## src/rtl/kamus_regfile.sv

```systemverilog
// Integer register file with a two-read/one-write datapath, write-to-read bypass and a
// per-register pending-write scoreboard used by decode for RAW stall decisions.
module kamus_regfile #(
    parameter int unsigned NUM_REGS = 32,
    parameter int unsigned XLEN     = 32,
    parameter int unsigned SB_CNT_W = 2,
    localparam int unsigned AW      = $clog2(NUM_REGS)
) (
    input  logic            clk_i,
    input  logic            rst_i,
    input  logic            regfile_wr_en_i,
    input  logic [AW-1:0]   rd_addr_i,
    input  logic [XLEN-1:0] wb_data_i,
    input  logic [AW-1:0]   rs1_addr_i,
    input  logic [AW-1:0]   rs2_addr_i,
    output logic [XLEN-1:0] rs1_data_o,
    output logic [XLEN-1:0] rs2_data_o,
    input  logic            issue_valid_i,
    input  logic            issue_wr_en_i,
    input  logic [AW-1:0]   issue_rd_addr_i,
    output logic            rs1_busy_o,
    output logic            rs2_busy_o,
    output logic            sb_overflow_o
);

    localparam logic [SB_CNT_W-1:0] CntMax = '1;

    logic [XLEN-1:0]     regs_q [NUM_REGS];
    logic [XLEN-1:0]     regs_d [NUM_REGS];
    logic [SB_CNT_W-1:0] cnt_q  [NUM_REGS];
    logic [SB_CNT_W-1:0] cnt_d  [NUM_REGS];
    logic                overflow_q;
    logic                overflow_d;

    logic wr_hit;
    logic inc;
    logic same_reg;

    assign wr_hit   = regfile_wr_en_i && (rd_addr_i != '0);
    assign inc      = issue_valid_i && issue_wr_en_i && (issue_rd_addr_i != '0);
    assign same_reg = wr_hit && inc && (rd_addr_i == issue_rd_addr_i);

    // Bypass is suppressed during reset so the read ports present zero while rst_i is high.
    function automatic logic [XLEN-1:0] read_port(
        input logic [AW-1:0]   addr,
        input logic [XLEN-1:0] arr_val,
        input logic            bypass_en
    );
        logic [XLEN-1:0] val;
        val = arr_val;
        if (addr == '0) begin
            val = '0;
        end else if (bypass_en && (rd_addr_i == addr)) begin
            val = wb_data_i;
        end
        return val;
    endfunction

    // A writeback hitting the register this cycle retires one pending write; floored at 0.
    function automatic logic busy_port(
        input logic [AW-1:0]       addr,
        input logic [SB_CNT_W-1:0] cnt
    );
        logic busy;
        busy = (cnt != '0);
        if (addr == '0) begin
            busy = 1'b0;
        end else if (wr_hit && (rd_addr_i == addr) && (cnt == SB_CNT_W'(1))) begin
            busy = 1'b0;
        end
        return busy;
    endfunction

    always_comb begin
        rs1_data_o = read_port(rs1_addr_i, regs_q[rs1_addr_i], wr_hit && !rst_i);
        rs2_data_o = read_port(rs2_addr_i, regs_q[rs2_addr_i], wr_hit && !rst_i);
        rs1_busy_o = busy_port(rs1_addr_i, cnt_q[rs1_addr_i]);
        rs2_busy_o = busy_port(rs2_addr_i, cnt_q[rs2_addr_i]);
    end

    assign sb_overflow_o = overflow_q;

    always_comb begin
        regs_d = regs_q;
        if (wr_hit) begin
            regs_d[rd_addr_i] = wb_data_i;
        end
        regs_d[0] = '0;
    end

    // Issue and writeback on the same register cancel, even at a saturated count.
    always_comb begin
        cnt_d      = cnt_q;
        overflow_d = overflow_q;
        if (inc && !same_reg) begin
            if (cnt_q[issue_rd_addr_i] == CntMax) begin
                overflow_d = 1'b1;
            end else begin
                cnt_d[issue_rd_addr_i] = cnt_q[issue_rd_addr_i] + 1'b1;
            end
        end
        if (wr_hit && !same_reg) begin
            if (cnt_q[rd_addr_i] != '0) begin
                cnt_d[rd_addr_i] = cnt_q[rd_addr_i] - 1'b1;
            end
        end
        cnt_d[0] = '0;
    end

    always_ff @(posedge clk_i or posedge rst_i) begin
        if (rst_i) begin
            for (int unsigned i = 0; i < NUM_REGS; i++) begin
                regs_q[i] <= '0;
                cnt_q[i]  <= '0;
            end
            overflow_q <= 1'b0;
        end else begin
            regs_q     <= regs_d;
            cnt_q      <= cnt_d;
            overflow_q <= overflow_d;
        end
    end

endmodule

```

## config.mk

```make
export PLATFORM = sky130hd
export DESIGN_NAME = kamus_regfile
export DESIGN_NICKNAME = d
export VERILOG_FILES = /design/src/rtl/kamus_regfile.sv
export SDC_FILE = /design/constraint.sdc
export NUM_CORES = 2
export LEC_CHECK = 0
export BUFFER_PORTS_ARGS = -buffer_cell sky130_fd_sc_hd__buf_2
export CORE_ASPECT_RATIO = 1.25
export CORE_MARGIN = 3
export CORE_UTILIZATION = 36
export CTS_CLUSTER_DIAMETER = 60
export CTS_CLUSTER_SIZE = 8
export DETAILED_ROUTE_END_ITERATION = 8
export GPL_TIMING_DRIVEN = 0
export SLEW_MARGIN = 25
export SYNTH_ARGS = -nofsm -noshare
export SYNTH_HDL_FRONTEND = slang
export SYNTH_SLANG_ARGS = --single-unit
```

## constraint.sdc

```tcl
create_clock -name clk_i -period 50.9 [get_ports clk_i]
set_input_delay 10.18 -clock clk_i [delete_from_list [all_inputs] [get_ports clk_i]]
set_output_delay 10.18 -clock clk_i [all_outputs]
set_load 0.02 [all_outputs]
```

* Word-level counts from Yosys, hierarchy flattened
Cells that the tools add are included.
** Operators by class
- Eq/ne operators :: 6
- Shift operators :: 0
- Divide/modulo/power cells :: 0
- Reductions and logical operators :: 26
- Bitwise logic cells :: 4
- $mul :: 0
- Mux-type cells :: 39
- $lt $le $gt $ge :: 6
- $add $sub $neg :: 2
** Operators by type and width (number)
- $bwmux 1024 :: 1
- $bmux 32 s5 :: 2
- $mux 32 :: 9
- $demux 32 s5 :: 1
- $bwmux 64 :: 2
- $mux 64 :: 2
- $mux 62 :: 2
- $bmux 2 s5 :: 4
- $ge 6x6->1 const B :: 4
- $not 5->6 :: 4
- $demux 2 s5 :: 2
- $mux 2 :: 10
- $logic_and 1x1->1 :: 16
- $eq 5x5->1 :: 3
- $lt 6x1->1 const B :: 2
- $logic_not 5->1 :: 2
- $reduce_bool 5->1 :: 2
- $reduce_bool 2->1 :: 3
- $eq 2x1->1 const B :: 2
- $mux 1 :: 4
- $add 2x1->2 const B :: 1
- $eq 2x2->1 const B :: 1
- $logic_not 1->1 :: 2
- $reduce_and 2->1 :: 1
- $sub 2x1->2 const B :: 1
** Storage, ports and cells
- Logic and storage cells :: 146
- Memory bits (read-only) :: 0
- Memories kept :: 0
- Output and inout bits :: 67
- Register bits :: 1055
- Latch bits :: 0
- Bits in writable memories :: 0

* Logic depth before layout (Yosys ltp)
- Depth in word-level cells :: 11
- Mapped depth :: 16
- Depth with buffers taken out :: 13

* Worst setup path before layout
OpenSTA, ideal clock, no wires.
- Kind :: input-to-output
- From :: in rst_i
- To :: out rs2_data_o[7]
- Arrival :: 35.432 ns
- Path slack :: 5.288 ns
- Stages :: 6
- Cell sequence :: inv_1 > nand4_1 > nand2_1 > clkbuf_1 > o22ai_1 > nor3_1
** Between the ends
- Cells in the longest elaborated chain, start to end :: 5
** Ends and longest elaborated chain
- start, declared :: line 10 : input logic rst_i,
- $logic_not 1->1 (no line)
- $logic_and 1x1->1 :: line 76 : rs2_data_o = read_port(rs2_addr_i, regs_q[rs2_addr_i], wr_hit && !rst_i);
- $logic_and 1x1->1 :: line 53 : end else if (bypass_en && (rd_addr_i == addr)) begin
- $mux 32 :: line 53
- $mux 32 :: line 51 : if (addr == '0) begin
- end, declared :: line 17 : output logic [XLEN-1:0] rs2_data_o,
No other way between the ends.

* Worst setup path after layout
- From :: in rs2_addr_i[1]
- To :: out rs2_data_o[10]
** Between the ends
- Cells in the longest elaborated chain, start to end :: 6
- Elaborated cells on any way between the ends :: 9
- Those cells by class :: 1 x eq/ne; 5 x mux; 1 x bitwise; 2 x reduce/logical
** Ends and longest elaborated chain
- start, declared :: line 15 : input logic [AW-1:0] rs2_addr_i,
- $not 5->6 (not written as such) :: line 76
- $bmux 32 s5 :: line 76
- $mux 32 (not written as such) (2 in a row) :: line 76
- $mux 32 :: line 53
- $mux 32 * :: line 51
Every way passes the cells marked *; elsewhere a longest branch is shown, timed or not. The select of a mux whose other input is x is not followed.

==> flow_summary.toml <==
[timing]
max_slew_margin_pct = 17.74
grt_setup_unrepaired = "false"
hold_viol = 0
worst_pin_slew_ns = 1.234
post-route-period-util_pct = 49.29
tns_ns = 0
finalMaxSlewViolations = 0
fmax_mhz = 39.86
min_period_ns = 25.09
holdWs_ns = 0.4986
fin_skew_ns = 0.01903
setup_viol = 0

[clocking]
cts_setup_buffers = 0
h-tree-depth = 4
insertion_delay_ns = 0.80
cts.sinks = 1055
cts.path.max_buffers = 3
cts_made_buffers = 152
cts_tree = "built"
cts_hold_buf = 0
clock-root-buffer = "clkbuf_16"
cts_resized = 0
cts.clk_slew.worst_paths_ns = 0.05

[logic_synthesis]
synthArstFlopShare_pct = 100.0
synth.largest_area_cell = "dfrtp_1"
synth_mux_area_share_pct = 44.05
ys_seq_area_share_pct = 44.13
syn_area_um2 = 59820
yosys.cell_types.count = 65
synth_simple_gate_area_share_pct = 2.997
synth_fa_ha_area_share_pct = 0.04183
synth_xor_area_share_pct = 0.2196
syn_nets = 4187
ys.flop_type = "dfrtp_1"
ys_ff_latch = 1055
syn_inst = 4128
yosysTopAreaCellShare_pct = 44.13
synth_compound_area_share_pct = 5.012
avgSynthCellArea_um2 = 14.49
yosysWarningCount = 0
synth-edff-count = 0
synth.area.top_cells = "dfrtp_1 44%, mux2_2 21%, mux4_2 19%"
synth_top_family_by_area = "multiplexers"

[critical_path]
arrival_ns = 14.91
cpMostUsedCell = "buf_2"
end_kind = "output port"
cp_slowest_cell = "buf_2"
cp.required_ns = 40.72
crit_path_cell_trace = "buf_2 > buf_4 > buf_4 > buf_2 > buf_2 > nor3_1 > nor3_2 > a21oi_1 > a31oi_1 > buf_2"
max_stage_delay_ns = 0.86
worstSetupPathType = "in -> out"
critPathBufInv = 6
start_kind = "primary input"
cp_top_family = "buffers and inverters"
cp_max_fo = 11

[power]
pwr-share-clk_pct = 33.5
cellPowerDensity_nw_per_um2 = 41.26
leakagePower_uw = 0.02941
cell_internal_pwr_uw = 1942
p_seq_share_pct = 41.7
p_sw_uw = 873.4
switching_share_pct = 31.03
combPwrFrac_pct = 24.8
ir_worst_vdd_uv = 37.31
p_total_uw = 2815

[route]
drt-met1-wl_um = 94420
dr_wl_met2_um = 115000
drtPass1Iterations = 9
ant_nets = 0
drt_iter0_markers = 5733
wl_um = 265500
top_layer = "met5"
vias = 44152
route.detailed.drc = 0
wl_per_cell_um = 39.91
met3_length_um = 31340
via_per_inst = 6.636

[floorplan]
core_area_um2 = 164500
die_w_um = 370.6
ios = 124
die_y_um = 461.8
dieArea_um2 = 171100
rows = 166
start_util_pct = 36.37

[placement]
io_buffer_count = 114
gp_congestion = 1.009
dpl.cell_count = 6457
hpwl_um = 184100

[grt]
overflow = 0
first_global_vias = 44639
grt_max_degree = 99
grt_usage_pct = 30.75
grt_antenna_before_repair = 29
grt_pass1_wl_um = 362700

[layout]
instances_no_fill = 6653
nets = 4487
syn_to_final_growth_pct = 14.04
final_cell_mix = "1,122 x mux2_2, 1,055 x dfrtp_1, 508 x mux4_2, 291 x buf_2, 227 x mux2i_1"
fill_cells = 15350
final_common_cell = "mux2_2"
regArea_um2 = 26400
multiInputGateArea_um2 = 31310
layout-drive-gt1-share_pct = 50.44

[flow_run]
maxCapViolations = 0

[status]
status = "finished clean"

[min_path]
hp-class = "reg -> reg"
[metrics by stage]
step	util [%]	setup slack [ns]	area, µm²
5_1_grt	41.44	25.93	68170
6_report	41.47	25.81	68220
2_1_floorplan	-	5.288	59820
3_3_place_gp	38.37	-12.28	63120
4_1_cts	41.42	26.15	68140
3_5_place_dp	38.90	26.17	63990
[cells in the mapped netlist, drive strengths merged, types with 7 or more instances]
| cell | count |
|---|---|
| nor2b | 41 |
| a31oi | 13 |
| a211oi | 54 |
| o22ai | 39 |
| nand3 | 27 |
| inv | 7 |
| and3 | 19 |
| o21ai | 40 |
| or3 | 12 |
| buf | 254 |
| mux2 | 1122 |
| xnor2 | 10 |
| clkbuf | 194 |
| nor2 | 70 |
| a211o | 19 |
| a22oi | 41 |
| o211a | 28 |
| nor3 | 55 |
| a21oi | 62 |
| a221oi | 30 |
| dfrtp | 1055 |
| nor4 | 12 |
| nand2b | 11 |
| a22o | 60 |
| nand2 | 63 |
| mux4 | 508 |
| mux2i | 227 |
[path summary, 6_finish.rpt]
kind	start	end	slack, ns	cells past startpoint
worst max-delay path	rs2_addr_i[1]	rs2_data_o[10]	25.81	10
worst min-delay path	sb_overflow_o$_DFFE_PP0P_	sb_overflow_o$_DFFE_PP0P_	0.50	2
worst max register to register	cnt_q[28]$_DFF_PP0_	cnt_q[29]$_DFF_PP0_	46.58	13
worst min register to register	sb_overflow_o$_DFFE_PP0P_	sb_overflow_o$_DFFE_PP0P_	0.50	2
max in group asynchronous	rst_i	regs_q[78]$_DFFE_PP0P_	39.30	6
min in group asynchronous	rst_i	cnt_q[41]$_DFF_PP0_	9.45	2
[cell families (layout without fill, tap and decap cells)]
logic type | count (synthesis) | count (layout)
other | 0 | 22
XOR/XNOR | 15 | 15
AO/OA/AOI/OAI | 406 | 406
multiplexers | 1857 | 1857
flip-flops | 1055 | 1055
buffers and inverters | 455 | 774
adder cells (fa/ha/maj) | 2 | 2
AND/OR/NAND/NOR | 338 | 338
[power groups by stage]
| stage | combinational, µW | sequential (µW) | clock, µW |
|---|---|---|---|
| global placement | 664 | 1170 | 0 |
| floorplan | 499 | 1120 | 0 |
| detailed placement | 683 | 1180 | 0 |
| global route | 729 | 1190 | 979 |
| finish | 697 | 1180 | 943 |
| CTS | 685 | 1160 | 949 |
[registers in the layout (all words and copies together) (netlist names)]
name / count
regs_q: 992
sb_overflow_o: 1
cnt_q: 62
[worst reg2reg max path, delay by kind of cell, from the launching register on]
family	cells	cell delay (ns)
buffers and inverters	1	0.42
DFF	1	0.51
and+or+nand+nor	5	1.37
adders and majority gates	1	0.22
muxes	4	0.61
AOI/OAI and AO/OA	2	1.02
[cell type report]
cell class                      count  area share [%]
Multi-Input combinational cell   2618           45.90
Antenna cell                       22         0.08070
Timing Repair Buffer              146           2.027
Inverter                            7         0.04952
Sequential cell                  1055           38.70
Buffer                            448           3.158
Clock buffer                      160           5.788
Tap cell                         2184           4.006
Clock inverter                     13          0.2935
[metal layers]
metal / track usage [%] / up-vias
met3: 11.71 / 991
li1: - / 16613
met1: 36.22 / 23341
met5: 0.05656 / -
met4: 23.23 / 16
met2: 45.46 / 3191
No activity file was read; power rests on OpenSTA's default activity.
